<file path="src/rtl/game_pkg.sv">
// Shared state encoding for the game round controller, score counter and display mux.
package game_pkg;

  localparam int FSM_STATE_W = 3;

  localparam logic [FSM_STATE_W-1:0] IDLE      = 3'd0;
  localparam logic [FSM_STATE_W-1:0] RUNNING   = 3'd1;
  localparam logic [FSM_STATE_W-1:0] FINISH    = 3'd2;
  localparam logic [FSM_STATE_W-1:0] ROUND_END = 3'd3;
  localparam logic [FSM_STATE_W-1:0] PAUSED    = 3'd4;

  typedef enum logic [FSM_STATE_W-1:0] {
    S_IDLE      = IDLE,
    S_RUNNING   = RUNNING,
    S_FINISH    = FINISH,
    S_ROUND_END = ROUND_END,
    S_PAUSED    = PAUSED
  } game_state_e;

endpackage

</file>
<file path="src/rtl/sec_tick_gen.sv">
// One-second prescaler: counts 0..CLK_HZ-1 while run is high and emits a
// one-cycle tick at terminal count; holds its count while run is low.
module sec_tick_gen #(
  parameter int CLK_HZ = 100000000
) (
  input  logic clkIn,
  input  logic reset,
  input  logic run,
  input  logic clear,
  output logic tick
);

  // CLK_HZ=1 would give a zero-width counter; keep at least one bit.
  localparam int PRE_W = (CLK_HZ > 1) ? $clog2(CLK_HZ) : 1;
  localparam logic [PRE_W-1:0] TERM_CNT = PRE_W'(CLK_HZ - 1);

  logic [PRE_W-1:0] cnt_reg;

  assign tick = run & (cnt_reg == TERM_CNT);

  always_ff @(posedge clkIn or negedge reset) begin
    if (!reset) begin
      cnt_reg <= '0;
    end else if (clear) begin
      cnt_reg <= '0;
    end else if (run) begin
      cnt_reg <= tick ? '0 : cnt_reg + 1'b1;
    end
  end

endmodule

</file>
<file path="src/rtl/game_round_ctrl.sv">
// Multi-round game controller with per-round countdown and optional pause.
// Optional pause support is enabled by defining GAME_PAUSE_EN.
module game_round_ctrl
  import game_pkg::*;
#(
  parameter int  CLK_HZ     = 100000000,
  parameter int  ROUND_SEC  = 30,
  parameter int  NUM_ROUNDS = 3,
  localparam int TIME_W     = $clog2(ROUND_SEC + 1),
  localparam int ROUND_W    = $clog2(NUM_ROUNDS + 1)
) (
  input  logic                   clkIn,
  input  logic                   reset,
  input  logic                   startGame,
  input  logic                   pause,
  output logic                   game_active,
  output logic [FSM_STATE_W-1:0] fsm_state,
  output logic [TIME_W-1:0]      time_left,
  output logic [ROUND_W-1:0]     round_num,
  output logic                   round_done,
  output logic                   game_done
);

  localparam logic [TIME_W-1:0]  TIME_INIT = TIME_W'(ROUND_SEC);
  localparam logic [ROUND_W-1:0] LAST_RND  = ROUND_W'(NUM_ROUNDS);

  game_state_e        state_reg, state_next;
  logic [TIME_W-1:0]  time_left_reg, time_left_next;
  logic [ROUND_W-1:0] round_num_reg, round_num_next;
  logic               round_done_reg, round_done_next;
  logic               game_done_reg, game_done_next;
  logic               game_active_reg;
  logic               start_q_reg;
  logic               start_rise;
  logic               pause_rise;
  logic               tick_run, tick_clear, sec_tick;

  assign start_rise = startGame & ~start_q_reg;

`ifdef GAME_PAUSE_EN
  logic pause_q_reg;

  always_ff @(posedge clkIn or negedge reset) begin
    if (!reset) begin
      pause_q_reg <= 1'b0;
    end else begin
      pause_q_reg <= pause;
    end
  end

  assign pause_rise = pause & ~pause_q_reg;
`else
  logic unused_pause;

  assign unused_pause = pause;
  assign pause_rise   = 1'b0;
`endif

  sec_tick_gen #(
    .CLK_HZ(CLK_HZ)
  ) u_sec_tick (
    .clkIn (clkIn),
    .reset (reset),
    .run   (tick_run),
    .clear (tick_clear),
    .tick  (sec_tick)
  );

  always_comb begin
    state_next      = state_reg;
    time_left_next  = time_left_reg;
    round_num_next  = round_num_reg;
    round_done_next = 1'b0;
    game_done_next  = 1'b0;
    tick_run        = 1'b0;
    tick_clear      = 1'b0;

    case (state_reg)
      S_IDLE, S_FINISH, S_ROUND_END: begin
        if (start_rise) begin
          state_next     = S_RUNNING;
          time_left_next = TIME_INIT;
          tick_clear     = 1'b1;
          round_num_next = (state_reg == S_ROUND_END) ? round_num_reg + 1'b1
                                                      : ROUND_W'(1);
        end
      end

      S_RUNNING: begin
        tick_run = 1'b1;
        // Expiry takes priority over a pause edge in the same cycle.
        if (sec_tick && (time_left_reg <= TIME_W'(1))) begin
          time_left_next  = '0;
          round_done_next = 1'b1;
          if (round_num_reg < LAST_RND) begin
            state_next = S_ROUND_END;
          end else begin
            state_next     = S_FINISH;
            game_done_next = 1'b1;
          end
        end else begin
          if (sec_tick) begin
            time_left_next = time_left_reg - 1'b1;
          end
          if (pause_rise) begin
            state_next = S_PAUSED;
          end
        end
      end

`ifdef GAME_PAUSE_EN
      S_PAUSED: begin
        if (pause_rise) begin
          state_next = S_RUNNING;
        end
      end
`endif

      default: begin
        state_next     = S_IDLE;
        time_left_next = TIME_INIT;
        round_num_next = '0;
        tick_clear     = 1'b1;
      end
    endcase
  end

  always_ff @(posedge clkIn or negedge reset) begin
    if (!reset) begin
      state_reg       <= S_IDLE;
      time_left_reg   <= TIME_INIT;
      round_num_reg   <= '0;
      round_done_reg  <= 1'b0;
      game_done_reg   <= 1'b0;
      game_active_reg <= 1'b0;
      start_q_reg     <= 1'b0;
    end else begin
      state_reg       <= state_next;
      time_left_reg   <= time_left_next;
      round_num_reg   <= round_num_next;
      round_done_reg  <= round_done_next;
      game_done_reg   <= game_done_next;
      game_active_reg <= (state_next == S_RUNNING);
      start_q_reg     <= startGame;
    end
  end

  assign fsm_state   = state_reg;
  assign game_active = game_active_reg;
  assign time_left   = time_left_reg;
  assign round_num   = round_num_reg;
  assign round_done  = round_done_reg;
  assign game_done   = game_done_reg;

endmodule
</file>
<file path="config.mk">
export PLATFORM = sky130hd
export DESIGN_NAME = game_round_ctrl
export DESIGN_NICKNAME = d
export VERILOG_FILES = /design/src/rtl/game_pkg.sv /design/src/rtl/sec_tick_gen.sv /design/src/rtl/game_round_ctrl.sv
export SDC_FILE = /design/constraint.sdc
export NUM_CORES = 1
export LEC_CHECK = 0
export ABC_AREA = 1
export ABC_CLOCK_PERIOD_IN_PS = 2000
export BUFFER_PORTS_ARGS = -buffer_cell sky130_fd_sc_hd__buf_2
export CAP_MARGIN = 25
export CORE_AREA = 5 5 108 110
export CTS_CLUSTER_DIAMETER = 120
export CTS_CLUSTER_SIZE = 25
export DETAILED_ROUTE_END_ITERATION = 12
export DIE_AREA = 0 0 113 115
export SLEW_MARGIN = 20
export SYNTH_ARGS = -nofsm -noshare
export SYNTH_HDL_FRONTEND = slang
export SYNTH_SLANG_ARGS = --single-unit
</file>
<file path="constraint.sdc">
create_clock -name clkIn -period 2 [get_ports clkIn]
set_input_delay 0.2 -clock clkIn [delete_from_list [all_inputs] [get_ports clkIn]]
set_output_delay 0.2 -clock clkIn [all_outputs]
set_load 0.01 [all_outputs]
</file>
==> impl_metrics.yaml <==
run_status:
  status: "finished clean"
critical_path:
  cp_data_arrival_time_ns: 2.04
  worstSetupStartpointType: "flip-flop"
  crit_fanout: 15
  path_class: "flip-flop to flip-flop"
  reg2reg_depth: 10
  cp.required_ns: 2.23
  crit_path_end_kind: "flip-flop"
timing:
  grt_setup_unrepaired: "no"
  fin_worst_skew_ns: 0.0138
  finalSetupTns_ns: 0
  post-route-period-util: 0.902
  max_freq_ghz: 0.554
  worst_pin_slew_ns: 0.528
  finalSetupViolations: 0
  slew_viol_final: 0
  slew_headroom: 0.648
  worst_slack_ns: 0.196
  final_hold_viol_count: 0
  post-route-min-period_ns: 1.80
logic_synthesis:
  yosysTopAreaCell: "dfrtp_1"
  ys_ff_latch: 41
  synth_warnings: 0
  synth-seq-area-share: 0.403
  synthXorXnorAreaFrac: 0.0376
  async_flop_share: 1.00
  synthFlopType: "dfrtp_1"
  synth_top_family_by_area: "simple AND/OR/NAND/NOR gates"
  synth_cell_types: 34
  synthAdderAreaFrac: 0.0195
  synth_mux_area_frac: 0
  synth_edf_count: 0
  synth-compound-area-share: 0.0904
  syn_area_um2: 2560
  synthSimpleGateAreaFrac: 0.361
  synth_top_area_frac: 0.362
  synth_area_per_cell_um2: 7.24
  synth_fp_nets: 362
  yosys-top-cells-area: "dfrtp_1 36%, nand2_1 14%, inv_1 6.7%"
  netlist_top_cells_count: "95 x nand2_1, 46 x inv_1, 46 x nor2_1"
  syn_inst: 354
  synth_most_common_cell: "nand2_1"
clocking:
  cts.repair.resized: 0
  clkSinkCount: 41
  clk_pin_slew_ns: 0.09
  htreeDepth: 2
  cts_buffer_depth: 2
  cts-buffers-inserted: 5
  cts_root_buf: "clkbuf_8"
  clock_latency_ns: 0.30
  cts_tree: "done"
floorplan:
  coreArea_um2: 10600
  ios: 17
  die_h_um: 115
  die_w_um: 113
  initial_core_util: 0.242
  rows: 38
  die_area_um2: 13000
placement:
  dp_hpwl_um: 4530
  buffer_ports.inserted: 15
  place.gp.congestion: 0.872
  pre_cts_slack_ns: 0.188
route:
  vias: 2298
  drtAntennaViolNets: 0
  drcViolationCount: 0
  drtPass1Iterations: 4
  drtIter0Drc: 151
  wl_per_cell_um: 11.8
  finalWirelength_um: 6100
  via_per_inst: 4.44
finish:
  utilization: 0.277
  drive_above_1_share: 0.130
  nFillCells: 1162
  syn2layout_area_growth_pct: 14.7
  n_antenna_cell: 0
  final_nets: 385
  seq_area_um2: 1030
  multiInputGateArea_um2: 1310
  largest_register_ffs: 27
grt:
  grt_pass1_wl_um: 10800
  grt_max_degree: 42
  grtUsageTotal: 0.101
  antenna_found_initial: 0
  grt_pass1_vias: 2320
  gr-total-overflow: 0
power:
  vdd_drop_max_uv: 277
  power.density_nw_per_um2: 593
  power.leakage_nw: 1.29
worst_hold_path:
  hp-class: "primary input to async pin"
run:
  drv_cap: 0
## layout by cell type, fill, tap and decap left out, drive strengths merged, types with 2 or more instances in the layout
cell type,instances
nand2,99
nor2,54
inv,47
dfrtp,37
nand3,32
o21ai,25
buf,19
o22ai,10
nand4,8
xor2,8
nor3,6
clkbuf,6
a21oi,5
ha,4
dfstp,4
xnor2,3
clkinv,3
dlygate4sd3,2
## logic make-up (layout without fill, tap and decap cells)
| group | Yosys count | in the layout |
|---|---|---|
| AND/OR/NAND/NOR | 201 | 201 |
| buffers and inverters | 54 | 78 |
| AO/OA/AOI/OAI | 42 | 42 |
| flip-flops | 41 | 41 |
| XOR/XNOR | 11 | 11 |
| adder cells (fa/ha/maj) | 4 | 4 |
| other | 1 | 1 |
## metal layers
metal | vias to the layer above | GRT usage | wire (um)
met5 | - | 0 | 0
met4 | 0 | 0.0240 | 98
met3 | 9 | 0.0258 | 245
met2 | 57 | 0.169 | 2820
met1 | 1061 | 0.131 | 2940
li1 | 1171 | - | -
## report_power, final
group	internal (mW)	leakage [nW]	switching [mW]
logic	0.0582	0.684	0.113
clock network	0.375	0.0554	0.308
registers	0.860	0.552	0.0264
## layout make-up
class | count | area share
multi-input combinational | 259 | 0.444
sequential | 41 | 0.351
inverter | 49 | 0.0643
tap | 140 | 0.0597
timing repair buffer | 21 | 0.0426
clock buffer | 6 | 0.0247
clock inverter | 2 | 0.0132
## worst max-delay path, cell delays in order, from the launching register on
cell,delay (ns)
dfrtp_1,0.43
ha_1,0.25
nand3_2,0.13
nor2_4,0.08
nand2_2,0.09
nor2_4,0.05
nor2_8,0.26
clkinv_4,0.20
nor2_1,0.14
nand2_1,0.06
nand2_1,0.05
## metrics by stage
step	hold slack (ns)	instances	total power [mW]	cell area, um^2
floorplan	-0.0956	354	1.01	2560
CTS	0.00472	517	1.76	2930
global route	0.515	518	1.84	2940
finish	0.484	518	1.74	2940
detailed placement	0.316	508	1.07	2810
global placement	0.317	508	1.07	2810
## final timing paths
path                                             from                      to  slack [ns]
worst max-delay path            u_sec_tick.cnt_reg[0]  u_sec_tick.cnt_reg[22]        0.20
worst min-delay path                            reset   u_sec_tick.cnt_reg[5]        0.48
worst max register to register  u_sec_tick.cnt_reg[0]  u_sec_tick.cnt_reg[22]        0.20
worst min register to register           time_left[4]            time_left[4]        0.49
max in group asynchronous                       reset            time_left[2]        1.13
min in group clkIn                       time_left[4]            time_left[4]        0.49
## timing repair
item	in CTS	in global routing
endpoints found under the hold margin	30	1
hold buffers	1	1
buffers inserted	0	0
Note: power is estimated with default switching activity, not from simulation.
